**src/rtl/terrain_crater.sv**
```systemverilog
// ---------------------------------------------------------------------------
// terrain_crater
//
// Carves a circular crater into the terrain column store. On a start request
// it walks every column covered by the circle. For each column it finds the
// half-height h of the circle at that column, reads the stored 512-bit column
// mask, clears rows cy-h..cy+h (clipped to the screen) and writes the column
// back. Bits are only ever cleared, never set.
//
// Ports:
//   clk          rising-edge clock
//   reset_n      synchronous active-low reset
//   start        crater request, sampled only while idle
//   impact_x     crater centre column cx (10 bits)
//   impact_y     crater centre row cy (9 bits)
//   radius       crater radius r, 0..31
//   busy         high whenever a crater is in progress
//   done         one-cycle pulse when a crater completes
//   read_addr    store read column (0 while not reading)
//   terrain_out  store read data, valid one cycle after read_addr
//   we           store write enable
//   write_addr   store write column
//   terrain_in   store write data
// ---------------------------------------------------------------------------
module terrain_crater (
    input  logic         clk,
    input  logic         reset_n,
    input  logic         start,
    input  logic [9:0]   impact_x,
    input  logic [8:0]   impact_y,
    input  logic [4:0]   radius,
    output logic         busy,
    output logic         done,
    output logic [9:0]   read_addr,
    input  logic [511:0] terrain_out,
    output logic         we,
    output logic [9:0]   write_addr,
    output logic [511:0] terrain_in
);

    localparam int          NCOLS   = 640;
    localparam int          DEPTH   = 512;
    localparam logic [9:0]  NCOLS_W = 10'(NCOLS);
    localparam logic [10:0] COL_MAX = 11'(NCOLS - 1);
    localparam logic [8:0]  ROW_MAX = 9'(DEPTH - 1);

    typedef enum logic [2:0] {
        S_IDLE,
        S_CALC,
        S_READ,
        S_WAIT,
        S_WRITE,
        S_DONE
    } state_t;

    state_t     state_q, state_d;
    logic [9:0] cx_q, cx_d;
    logic [8:0] cy_q, cy_d;
    logic [4:0] r_q, r_d;
    logic [9:0] x_q, x_d;
    logic [9:0] x_hi_q, x_hi_d;
    logic [4:0] h_q, h_d;

    // -----------------------------------------------------------------------
    // Column span of a new crater, computed from the raw inputs in IDLE.
    // -----------------------------------------------------------------------
    logic signed [10:0] col_lo_s;
    logic        [10:0] col_hi_u;
    logic        [9:0]  col_lo;
    logic        [9:0]  col_hi;

    assign col_lo_s = $signed({1'b0, impact_x}) - $signed({6'd0, radius});
    assign col_hi_u = {1'b0, impact_x} + {6'd0, radius};
    assign col_lo   = col_lo_s[10] ? 10'd0 : col_lo_s[9:0];
    assign col_hi   = (col_hi_u > COL_MAX) ? COL_MAX[9:0] : col_hi_u[9:0];

    // -----------------------------------------------------------------------
    // Circle test for the current column. x never leaves cx-r..cx+r, so the
    // true distance fits in 5 bits; the low 5 bits of the difference taken in
    // the right direction give it exactly (modulo-32 arithmetic is exact here).
    // -----------------------------------------------------------------------
    logic [4:0]  dx;
    logic [11:0] h_sq;
    logic [11:0] dx_sq;
    logic [11:0] r_sq;
    logic        outside;

    assign dx      = (x_q >= cx_q) ? (x_q[4:0] - cx_q[4:0]) : (cx_q[4:0] - x_q[4:0]);
    assign h_sq    = {7'd0, h_q} * {7'd0, h_q};
    assign dx_sq   = {7'd0, dx}  * {7'd0, dx};
    assign r_sq    = {7'd0, r_q} * {7'd0, r_q};
    assign outside = (h_sq + dx_sq) > r_sq;

    // -----------------------------------------------------------------------
    // Row span to clear in the current column, clipped to 0..DEPTH-1.
    // -----------------------------------------------------------------------
    logic signed [9:0]       row_lo_s;
    logic        [9:0]       row_hi_u;
    logic        [8:0]       row_lo;
    logic        [8:0]       row_hi;
    logic        [DEPTH-1:0] clear_mask;

    assign row_lo_s   = $signed({1'b0, cy_q}) - $signed({5'd0, h_q});
    assign row_hi_u   = {1'b0, cy_q} + {5'd0, h_q};
    assign row_lo     = row_lo_s[9] ? 9'd0 : row_lo_s[8:0];
    assign row_hi     = row_hi_u[9] ? ROW_MAX : row_hi_u[8:0];
    // Ones from row_lo upward ANDed with ones from row_hi downward.
    assign clear_mask = ({DEPTH{1'b1}} << row_lo) & ({DEPTH{1'b1}} >> (ROW_MAX - row_hi));

    // -----------------------------------------------------------------------
    // Next-state logic.
    // -----------------------------------------------------------------------
    always_comb begin
        // NOTE: every target gets a default first so no path leaves a
        // variable unassigned, which would otherwise infer a latch.
        state_d = state_q;
        cx_d    = cx_q;
        cy_d    = cy_q;
        r_d     = r_q;
        x_d     = x_q;
        x_hi_d  = x_hi_q;
        h_d     = h_q;

        case (state_q)
            S_IDLE: begin
                if (start) begin
                    cx_d    = impact_x;
                    cy_d    = impact_y;
                    r_d     = radius;
                    x_d     = col_lo;
                    x_hi_d  = col_hi;
                    h_d     = radius;
                    // A centre off the right edge carves nothing at all.
                    state_d = (impact_x >= NCOLS_W) ? S_DONE : S_CALC;
                end
            end
            S_CALC: begin
                // h shrinks until (h, dx) lies on or inside the circle; h = 0
                // always qualifies because dx <= r, so h never underflows.
                if (outside) begin
                    h_d = h_q - 5'd1;
                end else begin
                    state_d = S_READ;
                end
            end
            S_READ: begin
                state_d = S_WAIT;
            end
            S_WAIT: begin
                state_d = S_WRITE;
            end
            S_WRITE: begin
                if (x_q == x_hi_q) begin
                    state_d = S_DONE;
                end else begin
                    x_d     = x_q + 10'd1;
                    h_d     = r_q;
                    state_d = S_CALC;
                end
            end
            S_DONE: begin
                state_d = S_IDLE;
            end
            default: begin
                state_d = S_IDLE;
            end
        endcase
    end

    // -----------------------------------------------------------------------
    // State and datapath registers.
    // -----------------------------------------------------------------------
    always_ff @(posedge clk) begin
        // NOTE: sequential state uses non-blocking assignments so every
        // register samples the values from before this edge.
        if (!reset_n) begin
            state_q <= S_IDLE;
            // NOTE: the datapath registers are only meaningful outside IDLE,
            // but they are cleared too so the whole block starts from a
            // known value in simulation.
            cx_q    <= '0;
            cy_q    <= '0;
            r_q     <= '0;
            x_q     <= '0;
            x_hi_q  <= '0;
            h_q     <= '0;
        end else begin
            state_q <= state_d;
            cx_q    <= cx_d;
            cy_q    <= cy_d;
            r_q     <= r_d;
            x_q     <= x_d;
            x_hi_q  <= x_hi_d;
            h_q     <= h_d;
        end
    end

    // -----------------------------------------------------------------------
    // Outputs, decoded from registered state and datapath registers.
    // -----------------------------------------------------------------------
    assign busy       = (state_q != S_IDLE);
    assign done       = (state_q == S_DONE);
    assign we         = (state_q == S_WRITE);
    assign read_addr  = (state_q == S_READ || state_q == S_WAIT) ? x_q : 10'd0;
    assign write_addr = (state_q == S_WRITE) ? x_q : 10'd0;
    assign terrain_in = (state_q == S_WRITE) ? (terrain_out & ~clear_mask) : '0;

endmodule

```
**config.mk**
```make
export PLATFORM = sky130hd
export DESIGN_NAME = terrain_crater
export DESIGN_NICKNAME = d
export VERILOG_FILES = /design/src/rtl/terrain_crater.sv
export SDC_FILE = /design/constraint.sdc
export NUM_CORES = 1
export LEC_CHECK = 0
export BUFFER_PORTS_ARGS = -buffer_cell sky130_fd_sc_hd__buf_2
export CORE_AREA = 2 2 424 426
export CTS_CLUSTER_DIAMETER = 80
export DETAILED_ROUTE_END_ITERATION = 10
export DIE_AREA = 0 0 426 428
export PLACE_DENSITY = 0.33
export SLEW_MARGIN = 20
export SYNTH_ARGS = -nofsm -noshare
export SYNTH_HDL_FRONTEND = slang
export SYNTH_SLANG_ARGS = --single-unit
```
**constraint.sdc**
```tcl
create_clock -name clk -period 15.1 [get_ports clk]
set_input_delay 0.755 -clock clk [delete_from_list [all_inputs] [get_ports clk]]
set_output_delay 0.755 -clock clk [all_outputs]
set_load 0.005 [all_outputs]
```
==> metrics.txt <==
# TYPE chip_impl_metric gauge
chip_impl_metric{name="finish.instance_area",unit="sq um"} 27100
chip_impl_metric{name="drt_first_iter_violations",unit=""} 4666
chip_impl_info{name="r2r-end",value="h_q[4]"} 1
chip_impl_metric{name="cell_row_count",unit=""} 155
chip_impl_metric{name="fin_hold_ws",unit="ns"} 0.468
chip_impl_info{name="hold_path_startpoint",value="cx_q[4]"} 1
chip_impl_metric{name="die_w",unit="um"} 426
chip_impl_metric{name="route.detailed.drc",unit=""} 0
chip_impl_metric{name="total_leakage_power",unit="nW"} 13.0
chip_impl_metric{name="initial_core_util",unit=""} 0.101
chip_impl_metric{name="met1_length",unit="um"} 101000
chip_impl_metric{name="cts.clk_slew.worst_paths",unit="ns"} 0.09
chip_impl_metric{name="synth.avg_cell_area",unit="sq um"} 6.31
chip_impl_metric{name="port_buffers",unit=""} 1073
chip_impl_metric{name="comb_power_share",unit=""} 0.955
chip_impl_info{name="crit_type",value="reg2reg"} 1
chip_impl_metric{name="final-max-slew-violation-count",unit=""} 0
chip_impl_metric{name="asyncSetResetFlopFracSynth",unit=""} 0
chip_impl_metric{name="grt_pass1_vias",unit=""} 30900
chip_impl_metric{name="timing.fmax",unit="MHz"} 113
chip_impl_metric{name="io_pins",unit=""} 1074
chip_impl_info{name="layout.cells.most_common",value="sky130_fd_sc_hd__buf_2"} 1
chip_impl_info{name="critical_path.startpoint",value="x_q[0]"} 1
chip_impl_info{name="min_path_type",value="reg2reg"} 1
chip_impl_metric{name="fillCellCount",unit=""} 21100
chip_impl_metric{name="reg2reg_slack",unit="ns"} 6.24
chip_impl_metric{name="die-height",unit="um"} 428
chip_impl_metric{name="ir_worst_vdd",unit="mV"} 0.209
chip_impl_metric{name="synthDistinctLibCells",unit=""} 82
chip_impl_metric{name="p_seq_frac",unit=""} 0.028
chip_impl_metric{name="vias",unit=""} 32600
chip_impl_info{name="clockRootBuffer",value="sky130_fd_sc_hd__clkbuf_16"} 1
chip_impl_metric{name="gp_congestion",unit=""} 1.02
chip_impl_metric{name="cts_setup_buffers",unit=""} 0
chip_impl_metric{name="reg2reg_depth",unit=""} 35
chip_impl_metric{name="grt_antenna_before_repair",unit=""} 166
chip_impl_metric{name="worstPathMaxFanout",unit=""} 7
chip_impl_metric{name="post_synthesis_sequential_area_ratio",unit=""} 0.0578
chip_impl_metric{name="synthesis.yosys.warnings",unit=""} 0
chip_impl_metric{name="hpwl",unit="um"} 231000
chip_impl_info{name="highest_layer",value="met5"} 1
chip_impl_metric{name="cts_max_level",unit=""} 2
chip_impl_info{name="run_status",value="finished clean"} 1
chip_impl_metric{name="pre_antenna_drt_iters",unit=""} 9
chip_impl_info{name="synth_flop_cell",value="sky130_fd_sc_hd__dfxtp_1"} 1
chip_impl_metric{name="overflow",unit=""} 0
chip_impl_info{name="worst_r2r_startpoint",value="x_q[0]"} 1
chip_impl_metric{name="finalSetupViolCount",unit=""} 0
chip_impl_info{name="cpMostUsedCell",value="sky130_fd_sc_hd__inv_1"} 1
chip_impl_metric{name="grt_pass1_wl",unit="um"} 349000
chip_impl_metric{name="routedWlPerCell",unit="um"} 44.4
chip_impl_info{name="worst_setup_path_start_kind",value="flip-flop"} 1
chip_impl_metric{name="final_critical_period",unit="ns"} 8.86
chip_impl_metric{name="area.growth.synth_to_final",unit="%"} 50.7
chip_impl_metric{name="detailed_place.area",unit="sq um"} 26600
chip_impl_metric{name="clock_insertion_delay_at_the_later_pin_of_the_skew_report",unit="ns"} 0.32
chip_impl_metric{name="final_min_period_over_clock_period",unit=""} 0.587
chip_impl_metric{name="maxCapViolCount",unit=""} 0
chip_impl_metric{name="power.density_cell_area",unit="nW/um^2"} 284
chip_impl_metric{name="relSlewSlack",unit=""} 0.0954
chip_impl_metric{name="cts.repair.resized",unit=""} 0
chip_impl_metric{name="holdPathStages",unit=""} 2
chip_impl_metric{name="critical_path_required",unit="ns"} 15.31
chip_impl_info{name="cts_tree",value="built"} 1
chip_impl_metric{name="cts_buffers",unit=""} 5
chip_impl_metric{name="postCtsHoldBufs",unit=""} 0
chip_impl_info{name="end_kind",value="flip-flop"} 1
chip_impl_metric{name="synth-seq-cells",unit=""} 52
chip_impl_metric{name="wl_met2",unit="um"} 121000
chip_impl_info{name="rsz0062_at_grt",value="false"} 1
chip_impl_metric{name="number_of_buffers_on_the_longest_clock_path",unit=""} 2
chip_impl_metric{name="total_switching_power",unit="mW"} 5.93
chip_impl_metric{name="global_route.usage.total",unit=""} 0.291
chip_impl_metric{name="totalPowerFinal",unit="mW"} 7.70
chip_impl_metric{name="cp.arrival",unit="ns"} 9.07
chip_impl_info{name="layout.cells.most_common_list",value="sky130_fd_sc_hd__buf_2 (1,074), sky130_fd_sc_hd__nand2_1 (377), sky130_fd_sc_hd__a21oi_1 (299)"} 1
chip_impl_metric{name="p_sw_frac",unit=""} 0.770
chip_impl_metric{name="clock-sinks",unit=""} 52
chip_impl_metric{name="synth-edff-count",unit=""} 0
chip_impl_metric{name="max_slew.worst_pin.slew",unit="ns"} 1.35
chip_impl_metric{name="synth.cell_area",unit="sq um"} 18000
chip_impl_metric{name="postRouteAntennaNets",unit=""} 0
chip_impl_metric{name="postSynthCellCount",unit=""} 2852
chip_impl_metric{name="finalClockSkew",unit="ns"} 0.0110
chip_impl_metric{name="core_area",unit="sq um"} 178000
chip_impl_metric{name="wl_met3",unit="um"} 29100
chip_impl_metric{name="pwr-share-clk",unit=""} 0.017
chip_impl_metric{name="postSynthNetCount",unit=""} 3503
chip_impl_metric{name="drt-vias-per-instance",unit=""} 5.16
chip_impl_metric{name="die_area",unit="sq um"} 182000
chip_impl_info{name="hold_worst_path_end",value="cx_q[4]"} 1
chip_impl_metric{name="totalNegativeSetupSlack",unit="ns"} 0
chip_impl_metric{name="layout.nets",unit=""} 4470
chip_impl_info{name="crit_path_top_delay_cell",value="sky130_fd_sc_hd__o31ai_1"} 1
chip_impl_metric{name="critPathMaxStageDelay",unit="ns"} 0.54
chip_impl_metric{name="timing.final.hold_violations",unit=""} 0
chip_impl_metric{name="grt_start_max_net_pins",unit=""} 202
chip_impl_metric{name="cell_internal_pwr",unit="mW"} 1.77
chip_impl_metric{name="final_layout_size_suffix_gt1_frac",unit=""} 0.348
chip_impl_metric{name="postRouteWirelength",unit="um"} 280000
-- final cells by class --
cell class                 instances  area, sq um  area share
antenna                          138          345      0.0127
sequential                        52         1040      0.0384
clock inverter                     3         27.5     0.00101
multi-input combinational       2436        15700       0.580
inverter                          94          360      0.0133
timing repair buffer            1230         6560       0.242
clock buffer                       5          125     0.00461
tap                             2355         2950       0.109
-- sequential cells by signal (all words and copies together) (netlist names) --
signal / cells
r_q: 5
x_q: 10
h_q: 5
x_hi_q: 10
cx_q: 10
state_q: 3
cy_q: 9
-- layer usage --
metal | vias up | global-route usage
li1 | 12900 | -
met1 | 16300 | 0.323
met2 | 2570 | 0.450
met3 | 774 | 0.100
met4 | 58 | 0.236
met5 | - | 0
-- power by group through the flow --
stage                     clock network, mW  logic, mW  registers [mW]
final                                 0.129       7.36           0.216
after floorplan                           0       3.07           0.193
after CTS                             0.135       6.99           0.218
after detailed placement                  0       6.96           0.221
after global placement                    0       7.01           0.220
after global routing                  0.139       7.33           0.224
-- worst max-delay path by stage --
stage             end
2_1_floorplan  h_q[0]
3_3_place_gp   h_q[0]
3_5_place_dp   h_q[4]
4_1_cts        h_q[4]
5_1_grt        h_q[4]
6_report       h_q[4]
-- per-stage QoR --
| step | utilization | cells | worst slack, ns |
|---|---|---|---|
| after floorplan | - | 2852 | 7.07 |
| final | 0.153 | 6313 | 6.24 |
| after detailed placement | 0.150 | 6166 | 6.21 |
| after CTS | 0.151 | 6174 | 6.18 |
| after global placement | 0.150 | 6165 | 6.17 |
| after global routing | 0.152 | 6244 | 5.39 |
-- Yosys cell counts, types with 10 or more instances --
cell type                    n  share of area
sky130_fd_sc_hd__xnor2_1    39          0.019
sky130_fd_sc_hd__o21ai_0   146          0.041
sky130_fd_sc_hd__nand2_1   383          0.080
sky130_fd_sc_hd__nor2_1    292          0.061
sky130_fd_sc_hd__buf_2      72          0.020
sky130_fd_sc_hd__o211a_1    26          0.014
sky130_fd_sc_hd__buf_1      14         0.0029
sky130_fd_sc_hd__a21oi_1   304          0.085
sky130_fd_sc_hd__o311a_1   137          0.076
sky130_fd_sc_hd__a211oi_1   10         0.0042
sky130_fd_sc_hd__a21boi_0   28          0.012
sky130_fd_sc_hd__dfxtp_1    52          0.058
sky130_fd_sc_hd__a21o_1     20         0.0083
sky130_fd_sc_hd__and3_1    250          0.087
sky130_fd_sc_hd__o21ai_1    19         0.0053
sky130_fd_sc_hd__clkbuf_1  176          0.037
sky130_fd_sc_hd__fa_1       29          0.032
sky130_fd_sc_hd__and2_1     30          0.010
sky130_fd_sc_hd__nor3_1     54          0.015
sky130_fd_sc_hd__o32a_1     11         0.0061
sky130_fd_sc_hd__o22ai_1    16         0.0056
sky130_fd_sc_hd__o221ai_1  142          0.069
sky130_fd_sc_hd__or3_1      12         0.0042
sky130_fd_sc_hd__a221oi_1   11         0.0054
sky130_fd_sc_hd__o211ai_1   69          0.029
sky130_fd_sc_hd__nand3_1    41          0.011
sky130_fd_sc_hd__nor2b_1    26         0.0090
sky130_fd_sc_hd__a22oi_1    10         0.0042
sky130_fd_sc_hd__xor2_1     16         0.0078
sky130_fd_sc_hd__ha_1       83          0.058
sky130_fd_sc_hd__nand2b_1   13         0.0045
sky130_fd_sc_hd__a31oi_1    66          0.023
sky130_fd_sc_hd__inv_1      94          0.020
sky130_fd_sc_hd__nand4_1    11         0.0038
-- worst max-delay path, delay by kind of cell (launching register included) --
| family | cells | cell delay [ns] |
|---|---|---|
| AO/OA/AOI/OAI | 10 | 2.41 |
| XOR/XNOR | 2 | 0.58 |
| adder cells (fa/ha/maj) | 9 | 3.64 |
| buffers and inverters | 7 | 0.43 |
| flip-flops | 1 | 0.39 |
| multiplexers | 1 | 0.26 |
| AND/OR/NAND/NOR | 6 | 1.06 |
-- logic make-up after synthesis --
| kind of cell | count (synthesis) | synth area share |
|---|---|---|
| AND/OR/NAND/NOR | 1152 | 0.304 |
| AO/OA/AOI/OAI | 1111 | 0.435 |
| buffers and inverters | 364 | 0.0825 |
| adder cells (fa/ha/maj) | 112 | 0.0900 |
| XOR/XNOR | 56 | 0.0277 |
| flip-flops | 52 | 0.0578 |
| multiplexers | 5 | 0.00285 |
Power figures use the tool's default switching activity.
